$ cat src/rtl/helix_reg_arbiter.sv
// Round-robin arbiter sharing one 16-bit register bus between two masters, one transaction
// in flight. Read timeout path is built only when HELIX_REG_ARB_TIMEOUT_EN is defined.
module helix_reg_arbiter #(
  parameter logic [15:0] TIMEOUT_CYCLES = 16'd255,
  parameter logic [15:0] TIMEOUT_DATA   = 16'hDEAD
) (
  input  logic        aclk,
  input  logic        aresetn,
  input  logic        m0_en_i,
  input  logic        m0_wr_i,
  input  logic        m0_update_i,
  input  logic [15:0] m0_adr_i,
  input  logic [15:0] m0_dat_i,
  output logic        m0_ack_o,
  input  logic        m1_en_i,
  input  logic        m1_wr_i,
  input  logic        m1_update_i,
  input  logic [15:0] m1_adr_i,
  input  logic [15:0] m1_dat_i,
  output logic        m1_ack_o,
  output logic [15:0] m_dat_o,
  output logic        m_err_o,
  output logic        reg_en_o,
  output logic        reg_wr_o,
  output logic        reg_update_o,
  output logic [15:0] reg_adr_o,
  output logic [15:0] reg_dat_o,
  input  logic [15:0] reg_dat_i,
  input  logic        reg_valid_i,
  output logic        busy_o
);

  typedef enum logic [1:0] {StIdle, StIssue, StWait, StAck} state_e;

  state_e      state_q, state_d;
  logic        grant_q, grant_d;
  logic        last_grant_q, last_grant_d;
  logic        wr_q, wr_d;
  logic        update_q, update_d;
  logic        err_q, err_d;
  logic [15:0] adr_q, adr_d;
  logic [15:0] dat_q, dat_d;
  logic [15:0] rdata_q, rdata_d;
  logic        sel;
  logic        timeout;

`ifdef HELIX_REG_ARB_TIMEOUT_EN
  // A zero budget behaves like a single WAIT cycle.
  localparam logic [15:0] TimeoutLast =
      (TIMEOUT_CYCLES == 16'd0) ? 16'd0 : TIMEOUT_CYCLES - 16'd1;

  logic [15:0] tcnt_q, tcnt_d;

  always_comb begin
    tcnt_d = tcnt_q;
    if (state_q == StIssue) begin
      tcnt_d = '0;
    end else if (state_q == StWait) begin
      tcnt_d = tcnt_q + 16'd1;
    end
  end

  assign timeout = (state_q == StWait) && (tcnt_q == TimeoutLast);

  always_ff @(posedge aclk or negedge aresetn) begin
    if (!aresetn) begin
      tcnt_q <= '0;
    end else begin
      tcnt_q <= tcnt_d;
    end
  end
`else
  logic unused_timeout_params;
  assign unused_timeout_params = ^{TIMEOUT_CYCLES, TIMEOUT_DATA};
  assign timeout = 1'b0;
`endif

  // On a tie the master that was not served last wins.
  always_comb begin
    sel = m1_en_i;
    if (m0_en_i && m1_en_i) begin
      sel = ~last_grant_q;
    end
  end

  always_comb begin
    state_d      = state_q;
    grant_d      = grant_q;
    last_grant_d = last_grant_q;
    wr_d         = wr_q;
    update_d     = update_q;
    err_d        = err_q;
    adr_d        = adr_q;
    dat_d        = dat_q;
    rdata_d      = rdata_q;
    unique case (state_q)
      StIdle: begin
        if (m0_en_i || m1_en_i) begin
          grant_d  = sel;
          wr_d     = sel ? m1_wr_i : m0_wr_i;
          update_d = sel ? (m1_wr_i & m1_update_i) : (m0_wr_i & m0_update_i);
          adr_d    = sel ? m1_adr_i : m0_adr_i;
          dat_d    = sel ? m1_dat_i : m0_dat_i;
          rdata_d  = '0;
          err_d    = 1'b0;
          state_d  = StIssue;
        end
      end
      StIssue: begin
        if (wr_q) begin
          state_d = StAck;
        end else if (reg_valid_i) begin
          rdata_d = reg_dat_i;
          state_d = StAck;
        end else begin
          state_d = StWait;
        end
      end
      StWait: begin
        if (reg_valid_i) begin
          rdata_d = reg_dat_i;
          state_d = StAck;
        end else if (timeout) begin
`ifdef HELIX_REG_ARB_TIMEOUT_EN
          rdata_d = TIMEOUT_DATA;
`endif
          err_d   = 1'b1;
          state_d = StAck;
        end
      end
      StAck: begin
        last_grant_d = grant_q;
        state_d      = StIdle;
      end
      default: state_d = StIdle;
    endcase
  end

  always_ff @(posedge aclk or negedge aresetn) begin
    if (!aresetn) begin
      state_q      <= StIdle;
      grant_q      <= 1'b0;
      last_grant_q <= 1'b1;
      wr_q         <= 1'b0;
      update_q     <= 1'b0;
      err_q        <= 1'b0;
      adr_q        <= '0;
      dat_q        <= '0;
      rdata_q      <= '0;
    end else begin
      state_q      <= state_d;
      grant_q      <= grant_d;
      last_grant_q <= last_grant_d;
      wr_q         <= wr_d;
      update_q     <= update_d;
      err_q        <= err_d;
      adr_q        <= adr_d;
      dat_q        <= dat_d;
      rdata_q      <= rdata_d;
    end
  end

  assign reg_en_o     = (state_q == StIssue) || (state_q == StWait);
  assign reg_wr_o     = (state_q == StIssue) && wr_q;
  assign reg_update_o = (state_q == StIssue) && update_q;
  assign reg_adr_o    = adr_q;
  assign reg_dat_o    = dat_q;
  assign m0_ack_o     = (state_q == StAck) && !grant_q;
  assign m1_ack_o     = (state_q == StAck) && grant_q;
  assign m_dat_o      = (state_q == StAck) ? rdata_q : 16'h0000;
  assign m_err_o      = (state_q == StAck) && err_q;
  assign busy_o       = (state_q != StIdle);

endmodule

$ cat config.mk
export PLATFORM = sky130hd
export DESIGN_NAME = helix_reg_arbiter
export DESIGN_NICKNAME = d
export VERILOG_FILES = /design/src/rtl/helix_reg_arbiter.sv
export SDC_FILE = /design/constraint.sdc
export NUM_CORES = 1
export LEC_CHECK = 0
export BUFFER_PORTS_ARGS = -buffer_cell sky130_fd_sc_hd__buf_4
export CAP_MARGIN = 20
export CORE_MARGIN = 2
export CORE_UTILIZATION = 40
export DETAILED_ROUTE_END_ITERATION = 6
export PLACE_DENSITY_LB_ADDON = 0.15
export SLEW_MARGIN = 20
export SYNTH_ARGS = -nofsm -noshare
export SYNTH_HDL_FRONTEND = slang
export SYNTH_SLANG_ARGS = --single-unit
$ cat constraint.sdc
create_clock -name aclk -period 3.47 [get_ports aclk]
set_input_delay 0.1735 -clock aclk [delete_from_list [all_inputs] [get_ports aclk]]
set_output_delay 0.1735 -clock aclk [all_outputs]
set_load 0.1 [all_outputs]
==> qor.yml <==
synthSimpleGateAreaFrac_pct: 11.7
grt_usage_pct: 17.6
fin_crit_sh_pct: 62.6
rsz0062_at_grt: "no"
cts_root_buf: "clkbuf_8"
setup_violations: 0
syn2layout_area_growth_pct: 47.0
cts.sinks: 54
cp.required_ns: 3.72
drc_errors: 0
tightest_slew_ns: 1.04
layout-drive-gt1-share_pct: 41.8
hold_viol_final: 0
start_util_pct: 40.8
dp_hpwl_um: 4510
antenna_cells: 0
drt_iter0_drc: 92
start_kind: "register"
worstHoldPathType: "input port to register"
max_cap_violations: 0
max_freq_ghz: 0.460
routed_wl_um: 6030
clk_pin_slew_ns: 0.09
layout.nets: 465
die_area_um2: 7020
synthXorXnorAreaFrac_pct: 0
crit_fanout: 16
final_antenna_net_count: 0
fin_crit_ns: 2.17
outcome: "finished clean"
synth-edff-count: 0
grt_max_degree: 67
cts_buffer_depth: 2
grt_antenna_before_repair: 0
synth_ff_type: "dfrtp_1"
synth_top_family_by_area: "compound AO/OA/AOI/OAI gates"
fp.dieW_um: 83.8
fillerInstances: 574
syn_nets: 329
async_flop_share_pct: 100
slew_headroom_pct: 30.7
post-place-ws_ns: 1.37
fin_tns_setup_ns: 0
cts.htree.levels: 2
gp_congestion: 0.709
end_kind: "register"
avgSynthCellArea_um2: 10.8
numCtsBuffers: 5
die_y_um: 83.8
synth_fa_ha_area_share_pct: 2.46
synthCells: 235
overflow: 0
drtPass1Iterations: 3
seq_area_frac_synth_pct: 53.1
grt_pass1_vias: 2102
ys.warnings.count: 0
core_region_area_um2: 6240
io_buffers: 142
worstSetupPathType: "register to register"
fin_cells: 448
clk_latency_ns: 0.31
io_pins: 144
cts_tree: "built"
synth_compound_gate_area_share_pct: 15.1
ys_types: 26
grt_pass1_wl_um: 10000
ys_seq_elements: 54
setup_slack_ns: 1.30
muxShareOfSynthArea_pct: 13.9
arrival_ns: 2.42
finalClockSkew_ns: 0.00434
avgViaCountPerCell: 4.79
slew_violations: 0
finish.utilization_pct: 60.0
rows: 29
wl_per_cell_um: 13.5
num_vias: 2148
syn-cell-area_um2: 2550
dp_cells: 440
-- per-layer routing --
metal  wire length [µm]  global-route usage [%]
met3                511                    5.54
met2               2820                    28.1
met4                 65                    4.40
met5                  0                       0
met1               2630                    23.4
-- path summary, 6_finish.rpt --
| check | cells past startpoint | slack (ns) | endpoint | from |
|---|---|---|---|---|
| worst min register to register | 2 | 0.49 | reg_dat_o[1] | reg_dat_o[1] |
| worst min-delay path | 2 | 0.09 | rdata_q[13] | reg_dat_i[13] |
| worst max register to register | 5 | 1.30 | rdata_q[1] | state_q[0] |
| min in group asynchronous | 2 | 0.44 | reg_adr_o[15] | aresetn |
| worst max-delay path | 5 | 1.30 | rdata_q[1] | state_q[0] |
| max in group asynchronous | 2 | 2.59 | update_q | aresetn |
-- cells in the final DEF (no fill, tap or decap), types with 2 or more instances in the layout --
cell type	instances
nor2_1	2
clkbuf_8	5
and2_1	19
a22o_1	16
dfrtp_1	53
o21ai_0	35
nand2b_1	3
mux2_2	2
inv_1	3
ha_1	5
nand2_1	36
mux2i_1	33
buf_4	143
-- final cells by class --
type,count,area [µm²],share of cell area (%)
Timing Repair Buffer,144,1080,28.9
Clock buffer,6,72.6,1.94
Multi-Input combinational cell,163,1120,29.9
Clock inverter,1,7.51,0.201
Tap cell,77,96.3,2.57
Sequential cell,54,1350,36.1
Inverter,3,11.3,0.301
-- metrics by stage --
stage                     instance area [µm²]  hold WS [ns]
after global placement                   3650         0.262
after CTS                                3740        0.0809
final                                    3740        0.0869
after global routing                     3740        0.0825
after detailed placement                 3650         0.261
after floorplan                          2550        -0.122
-- critical path: stages (launching register included) --
cell	delay (ns)
dfrtp_1	0.47
inv_1	0.10
ha_1	0.33
nand2_1	0.09
a211oi_2	0.86
a22o_1	0.27
-- flip-flops by register name, indices dropped and copies added (netlist names) --
name,cells
grant_q,1
last_grant_q,1
rdata_q,16
reg_adr_o,16
reg_dat_o,16
state_q,2
update_q,1
wr_q,1
-- Yosys cell counts (2+ instances only) --
library cell,number,area (µm²)
mux2i_1,33,330
clkbuf_1,4,15.0
buf_2,7,35.0
nor2_1,2,7.51
mux2_2,2,22.5
nand2b_1,3,18.8
o21ai_0,36,180
ha_1,5,62.6
buf_4,4,30.0
a22o_1,16,140
and2_1,19,119
dfrtp_1,53,1330
nand2_1,36,135
inv_1,3,11.3
-- kinds of logic after synthesis --
group / Yosys count
and+or+nand+nor: 63
adders and majority gates: 5
muxes: 35
AOI/OAI and AO/OA: 59
buffers and inverters: 18
other: 1
DFF: 54
-- repair_timing --
| action | CTS | global route |
|---|---|---|
| resized for setup | 0 | 0 |
| buffers inserted | 0 | 0 |
| hold buffers | 1 | 0 |
| endpoints found under the hold margin | 53 | 0 |
| endpoints found under the setup margin | 0 | 0 |
Power is left out: the tool's default activity adds up to more than one toggle a clock period on the data nets, which glitch-free logic cannot reach.
